`config.mk`:
```
export PLATFORM = sky130hd
export DESIGN_NAME = decoupler_flat
export DESIGN_NICKNAME = d
export VERILOG_FILES = /design/src/rtl/decoupler_if.sv /design/src/rtl/decoupler.sv /design/src/flat_wrapper.sv
export SDC_FILE = /design/constraint.sdc
export NUM_CORES = 1
export LEC_CHECK = 0
export BUFFER_PORTS_ARGS = -buffer_cell sky130_fd_sc_hd__buf_2
export CAP_MARGIN = 20
export CORE_ASPECT_RATIO = 1.5
export CORE_MARGIN = 2
export CORE_UTILIZATION = 23
export CTS_BUF_LIST = sky130_fd_sc_hd__clkbuf_16
export CTS_CLUSTER_DIAMETER = 60
export CTS_CLUSTER_SIZE = 10
export DETAILED_ROUTE_END_ITERATION = 12
export PLACE_DENSITY = 0.35
export SLEW_MARGIN = 20
export SYNTH_ARGS = -nofsm -noshare
export SYNTH_HDL_FRONTEND = slang
export SYNTH_SLANG_ARGS = --single-unit
```
`constraint.sdc`:
```
create_clock -name i_clk -period 17.5 [get_ports i_clk]
set_clock_uncertainty 0.1 [all_clocks]
set_input_delay 0.875 -clock i_clk [delete_from_list [all_inputs] [get_ports i_clk]]
set_output_delay 0.875 -clock i_clk [all_outputs]
set_load 0.03 [all_outputs]
```
`src/rtl/decoupler_if.sv`:
```
// Purpose: enq/full producer side and deq/empty consumer side of the decoupler as one bundle.
// Latency: none; wires only.
// Backpressure: producer honours o_full, consumer honours o_empty.
interface decoupler_if #(
    parameter int DATA_WIDTH = 32
);
    logic [2*DATA_WIDTH-1:0] i_data;
    logic                    i_enq;
    logic                    o_full;
    logic                    i_deq;
    logic [DATA_WIDTH-1:0]   o_data;
    logic                    o_empty;

    // The decoupler itself.
    modport slave (
        input  i_data, i_enq, i_deq,
        output o_full, o_data, o_empty
    );

    // Whoever feeds and drains the decoupler.
    modport master (
        output i_data, i_enq, i_deq,
        input  o_full, o_data, o_empty
    );
endinterface

```
`src/rtl/decoupler.sv`:
```
// Purpose: splits 2-record words into single records through a circular FIFO with a half-select.
// Latency: a word enqueued in cycle N is visible at o_data in N+1; one record per cycle sustained.
// Backpressure: enq dropped while o_full, deq dropped while o_empty; both flags come from registered state.
// Optional: define DECOUPLER_COUNT_EN to add o_count (records available = 2*entries - half).
module decoupler #(
    parameter int DATA_WIDTH = 32,
    parameter int DEPTH      = 16,
    parameter int LOW_FIRST  = 1
) (
    input  logic                     i_clk,
    input  logic                     i_rst,
`ifdef DECOUPLER_COUNT_EN
    output logic [$clog2(DEPTH)+1:0] o_count,
`endif
    decoupler_if.slave               bus
);
    localparam int PW = $clog2(DEPTH);
    localparam int CW = PW + 1;
    localparam int WW = 2 * DATA_WIDTH;

    logic [WW-1:0] r_mem [DEPTH];
    logic [PW-1:0] r_wr_ptr;
    logic [PW-1:0] r_rd_ptr;
    logic [CW-1:0] r_count;
    logic          r_half;

    logic          w_full;
    logic          w_empty;
    logic          w_enq_ok;
    logic          w_deq_ok;
    logic          w_free;
    logic          w_sel_hi;
    logic [WW-1:0] w_head;

    // Flags depend only on the registered entry count, never on this cycle's requests.
    assign w_full   = (r_count == CW'(DEPTH));
    assign w_empty  = (r_count == '0);
    assign w_enq_ok = bus.i_enq & ~w_full & ~i_rst;
    assign w_deq_ok = bus.i_deq & ~w_empty & ~i_rst;
    // The entry is released only when its second record leaves.
    assign w_free   = w_deq_ok & r_half;

    assign bus.o_full  = w_full;
    assign bus.o_empty = w_empty;

    // Head record: the half being consumed is picked according to the emit order.
    assign w_head   = r_mem[r_rd_ptr];
    assign w_sel_hi = (LOW_FIRST != 0) ? r_half : ~r_half;
    assign bus.o_data = w_sel_hi ? w_head[WW-1:DATA_WIDTH] : w_head[DATA_WIDTH-1:0];

    // Storage write; contents are left as-is across reset since pointers define validity.
    always_ff @(posedge i_clk) begin
        if (w_enq_ok) begin
            r_mem[r_wr_ptr] <= bus.i_data;
        end
    end

    // Pointers, half-select and entry count; pointer wrap is natural overflow.
    always_ff @(posedge i_clk) begin
        if (i_rst) begin
            r_wr_ptr <= '0;
            r_rd_ptr <= '0;
            r_half   <= 1'b0;
            r_count  <= '0;
        end else begin
            if (w_enq_ok) begin
                r_wr_ptr <= r_wr_ptr + PW'(1);
            end
            if (w_deq_ok) begin
                r_half <= ~r_half;
                if (r_half) begin
                    r_rd_ptr <= r_rd_ptr + PW'(1);
                end
            end
            case ({w_enq_ok, w_free})
                2'b10:   r_count <= r_count + CW'(1);
                2'b01:   r_count <= r_count - CW'(1);
                default: r_count <= r_count;
            endcase
        end
    end

`ifdef DECOUPLER_COUNT_EN
    localparam int RW = PW + 2;

    logic [RW-1:0] r_rec;
    logic [RW-1:0] w_rec_next;

    // Record count tracks the same accepted events: +2 per word in, -1 per record out.
    always_comb begin
        w_rec_next = r_rec;
        if (w_enq_ok) begin
            w_rec_next = w_rec_next + RW'(2);
        end
        if (w_deq_ok) begin
            w_rec_next = w_rec_next - RW'(1);
        end
    end

    // Registered record count, zero exactly when the FIFO is empty.
    always_ff @(posedge i_clk) begin
        if (i_rst) begin
            r_rec <= '0;
        end else begin
            r_rec <= w_rec_next;
        end
    end

    assign o_count = r_rec;
`endif
endmodule

```
`src/flat_wrapper.sv`:
```
// flat-port wrapper written by rule: the top's interface ports become plain ports
module decoupler_flat 
#(
    parameter int DATA_WIDTH = 32,
    parameter int DEPTH      = 16,
    parameter int LOW_FIRST  = 1
)
  (i_clk, i_rst, bus_i_data, bus_i_enq, bus_i_deq, bus_o_full, bus_o_data, bus_o_empty);
  decoupler_if #(.DATA_WIDTH(DATA_WIDTH)) bus_i ();
  input  logic i_clk;
  input  logic i_rst;
  input wire logic [$bits(bus_i.i_data)-1:0] bus_i_data;
  input wire logic [$bits(bus_i.i_enq)-1:0] bus_i_enq;
  input wire logic [$bits(bus_i.i_deq)-1:0] bus_i_deq;
  output wire logic [$bits(bus_i.o_full)-1:0] bus_o_full;
  output wire logic [$bits(bus_i.o_data)-1:0] bus_o_data;
  output wire logic [$bits(bus_i.o_empty)-1:0] bus_o_empty;
  assign bus_i.i_data = bus_i_data;
  assign bus_i.i_enq = bus_i_enq;
  assign bus_i.i_deq = bus_i_deq;
  assign bus_o_full = bus_i.o_full;
  assign bus_o_data = bus_i.o_data;
  assign bus_o_empty = bus_i.o_empty;
  decoupler #(.DATA_WIDTH(DATA_WIDTH), .DEPTH(DEPTH), .LOW_FIRST(LOW_FIRST)) u_core (.i_clk(i_clk), .i_rst(i_rst), .bus(bus_i));
endmodule
```
# Word level (Yosys, flattened, before mapping)
# Memory sizes are Yosys's and may differ from the RTL's. A register that Yosys moved wholly into a read port is not among the register bits.
# Index checks and enable logic that the tools add are counted.
# word_totals
reg_bits,14
ram_bits,1024
input_bits,68
out_inout_bits,34
word_cells,30
memories,1
# memory_table
memory,words,width,read_ports,rd_clocked_by_memory_dff,write_ports,line,source
u_core.r_mem,16,64,1,1,1,decoupler.sv:21,logic [WW-1:0] r_mem [DEPTH];
# classes
addsub,4
eq_ne,3
n_mux,6
bitwise,9
n_reduce_logical,3
# ops
operator,n
$mux W32,1
$pmux W5 S2,1
$add A4 B1 Y4 const B,2
$mux W4,2
$add A5 B1 Y5 const B,1
$and A1 B1 Y1,5
$eq A5 B5 Y1 const B,1
$logic_not A5 Y1,1
$sub A5 B1 Y5 const B,1
$not A1 Y1,4
$eq A2 B1 Y1 const B,1
$eq A2 B2 Y1 const B,1
$mux W1,2
$reduce_and A2 Y1,1
$reduce_bool A2 Y1,1

# Depth between registers and ports, before layout
# depth
ltp_word,7
mapped_depth,12
mapped_depth_nobuf,11

# Worst setup path before layout
# Ideal clock, no wire load.
# synth_path
path_kind,input-to-reg
startpoint,in bus_i_enq
endpoint,"mem u_core.r_mem[3][0] (netlist bit), enable pin"
setup_time_ns,0.564
arrival_time_ns,5.894
t_required_ns,16.836
path_slack_ns,10.941
stages,4
n_path_buf,0
path_cell_list,inv_1 > a211oi_1 > nand2_1 > nor3_1
# synth_between
elab_chain_len,4
# synth_lines
element,line,source
from (decl),flat_wrapper.sv:13,input wire logic [$bits(bus_i.i_enq)-1:0] bus_i_enq;
$and A1 B1 Y1 (2 in series),decoupler.sv:38,assign w_enq_ok = bus.i_enq & ~w_full & ~i_rst;
$mux W1,decoupler.sv:53,if (w_enq_ok) begin
$mux W1 (not written as such),decoupler.sv:54,r_mem[r_wr_ptr] <= bus.i_data;
to (decl),decoupler.sv:21,
# Every way passes these cells.

==> flow_summary.yaml <==
setup_path:
  end_kind: "primary output"
  start_kind: "flip-flop"
  slowest_delay_ns: 0.88
  crit_arrival_ns: 4.84
  cp.required_ns: 16.52
  crit_slowest_cell: "buf_4"
  path_cells: "buf_4 -> buf_4 -> mux4_2 -> mux4_2 -> mux2_2 -> buf_2"
  path_delay_family: "buffers and inverters"
  crit_path_max_fanout: 59
  timing.setup.critical_path_class: "flip-flop to primary output"
  path_buf_inv: 3
power:
  internal_power_mw: 4.01
  totalPowerFinal_mw: 5.07
  portion_of_total_power_attributed_to_the_clock_network_pct: 42.5
  p_sw_mw: 1.06
  power.density_mw_per_mm2: 109
  swShare_pct: 21.0
  total_leakage_power_nw: 13.7
  p_comb_share_pct: 3.0
  p_seq_share_pct: 54.5
  power.ir.vdd_worst_mv: 0.0717
cts:
  cts.path.max_buffers: 3
  post_cts_hold_buffer_count: 0
  cts-root-buf: "clkbuf_16"
  total_of_cells_resized_after_clock_tree_synthesis: 0
  cts-htree-levels: 3
  cts_num_sinks: 1042
  clkTransAtPathRegs_ns: 0.06
  insertion_delay_ns: 0.71
  tritoncts: "built"
  cts-buffers-inserted: 117
  post_cts_buffers: 0
layout:
  finalInstanceArea_mm2: 0.0464
  final_layout_size_suffix_gt1_share_pct: 36.2
  synthToLayoutAreaGrowth_pct: 16.6
  utilization_pct: 27.1
  num-nets-final: 1843
sta:
  finalHoldViolations: 0
  final_period_minus_worst_setup_slack_ns: 5.81
  max_freq_mhz: 172
  layout_worst_path_cycle_share_pct: 33.2
  maxSlewViolCount: 0
  relSlewSlack_pct: 26.8
  final-setup-viol-count: 0
  tightest_slew_ns: 1.10
  fin_hold_ws_ns: 0.408
  grt_setup_unrepaired: "no"
  tns_ns: 0
logic_synthesis:
  synth.most_common_cell: "edfxtp_1"
  number_of_distinct_standard_cells_referenced_by_the_synthesized_netlist: 32
  netlist_area_mm2: 0.0398
  synth.top_cell.area_share_pct: 77.3
  syn-mean-instance-area_um2: 25.1
  postSynth.topFlopCell: "edfxtp_1"
  synth_seq_area_share_pct: 78.2
  synth_largest_area_cell: "edfxtp_1"
  post_synth_inst_count: 1584
  postSynthNetCount: 1659
  synth_area_leaders: "edfxtp_1 77%, mux4_2 18%, mux2_2 0.99%"
  synth.top_cells.by_count: "1,024 x edfxtp_1, 320 x mux4_2, 39 x clkbuf_1"
  synth_edf_count: 1024
  ys.warnings.count: 0
  number_of_synthesized_register_bits: 1042
  async_set_reset_flop_share_out_of_synthesis_pct: 0
grt:
  antenna_found_initial: 45
  remaining_global_route_overflow: 0
  grt_usage_pct: 12.9
  global_route_wire_length_before_repair_mm: 157
  grt_start_max_net_pins: 110
  first_global_vias: 19300
routing:
  route.antenna.remaining_nets: 0
  drt_first_pass_iters: 4
  avgViaCountPerCell: 4.33
  route.detailed.drc: 0
  dr_total_vias: 17600
  routedWlPerCell_um: 27.9
  wl_mm: 113
  drtIter0Drc: 1240
outcome:
  status: "completed"
run:
  cap_viol_max_count: 0
die:
  start_util_pct: 23.2
  die_y_um: 513
  floorplan.rows: 186
  placeable_area_mm2: 0.172
  die-area_mm2: 0.176
  horizontal_die_dimension_um: 344
  pin_count: 102
place:
  gp_congestion: 0.681
  port_buffers: 101
  placed_cell_area_mm2: 0.0432
  dp.final_hpwl_mm: 59.4
worst_hold_path:
  min-delay-path-class: "flip-flop to flip-flop"
-- per-layer routing --
layer	wire, um	share of wire [%]	GRT usage (%)	vias to the layer above
li1	-	-	-	7202
met1	46100	41	15.9	9743
met2	58900	52	22.7	433
met3	5500	4.8	2.61	209
met4	2790	2.5	3.83	26
met5	171	0.15	0	-
-- state kept, by name (all words and copies together) (netlist names), named ones only --
name / count
u_core.r_rd_ptr: 4
u_core.r_wr_ptr: 4
u_core.r_half: 1
u_core.r_count: 5
u_core.r_mem: 1024
-- power by group through the flow --
stage,combinational (mW),clock (mW),sequential (mW)
after floorplan,0.0727,0,2.82
after global placement,0.156,0,2.82
after detailed placement,0.159,0,2.82
after CTS,0.159,2.24,2.76
after global routing,0.166,2.32,2.76
final,0.153,2.15,2.76
-- kinds of logic after synthesis --
kind of cell,count (synthesis),synth area share [%]
xor+xnor,9,0.198
flops,1042,78.2
buf+inv,88,1.16
compound gates,11,0.198
mux,359,19.2
simple gates,68,0.799
fa+ha+maj,7,0.220
-- worst min-delay path: stages, from the launching register on --
cell and delay [ns]:
dfxtp_1 0.32, xor2_1 0.08, nor2_1 0.07
-- cell usage in the layout, fill, tap and decap left out, types with 3 or more instances in the layout --
cell	netlist	layout
edfxtp_1	1024	1024
mux4_2	320	320
clkbuf_16	0	119
buf_2	4	101
buf_4	20	43
mux2_2	35	35
inv_1	6	29
nor2_1	36	24
dfxtp_1	18	13
nor2_4	0	12
nand2_1	10	10
ha_1	7	7
xor2_1	6	6
diode_2	0	4
a21oi_1	4	4
mux2i_1	4	4
nor3_2	0	4
dfxtp_4	0	4
clkinv_1	0	4
nor3_1	7	3
xnor2_1	3	3
nor2b_1	3	3
nand2b_1	3	3
inv_16	0	3
clkinv_2	0	3
-- area by class of cell --
class | count | area (um^2)
Sequential cell | 1042 | 31100
Inverter | 6 | 22.5
Tap cell | 2256 | 2820
Fill cell | 16800 | 125000
Clock buffer | 119 | 2980
Timing Repair Buffer | 147 | 896
Antenna cell | 4 | 10.0
Clock inverter | 37 | 226
Multi-Input combinational cell | 454 | 8310
-- through the flow --
| stage | cells | setup slack, ns |
|---|---|---|
| 2_1_floorplan | 1584 | 10.94 |
| 3_3_place_gp | 3904 | 12.27 |
| 3_5_place_dp | 3904 | 12.29 |
| 4_1_cts | 4060 | 11.48 |
| 5_1_grt | 4063 | 11.49 |
| 6_report | 4065 | 11.69 |
-- path summary, 6_finish.rpt --
path | start | end | slack (ns) | depth (start not counted)
max | flip-flop | bus_o_data[19] | 11.69 | 6
max reg2reg | u_core.r_count[1]$_SDFFE_PP0P_ | u_core.r_mem[15][51]$_DFFE_PP_ | 13.35 | 6
min reg2reg | u_core.r_rd_ptr[3]$_SDFFE_PP0P_ | u_core.r_rd_ptr[3]$_SDFFE_PP0P_ | 0.41 | 2
min | u_core.r_rd_ptr[3]$_SDFFE_PP0P_ | u_core.r_rd_ptr[3]$_SDFFE_PP0P_ | 0.41 | 2
Note: power is estimated with default switching activity, not from simulation.
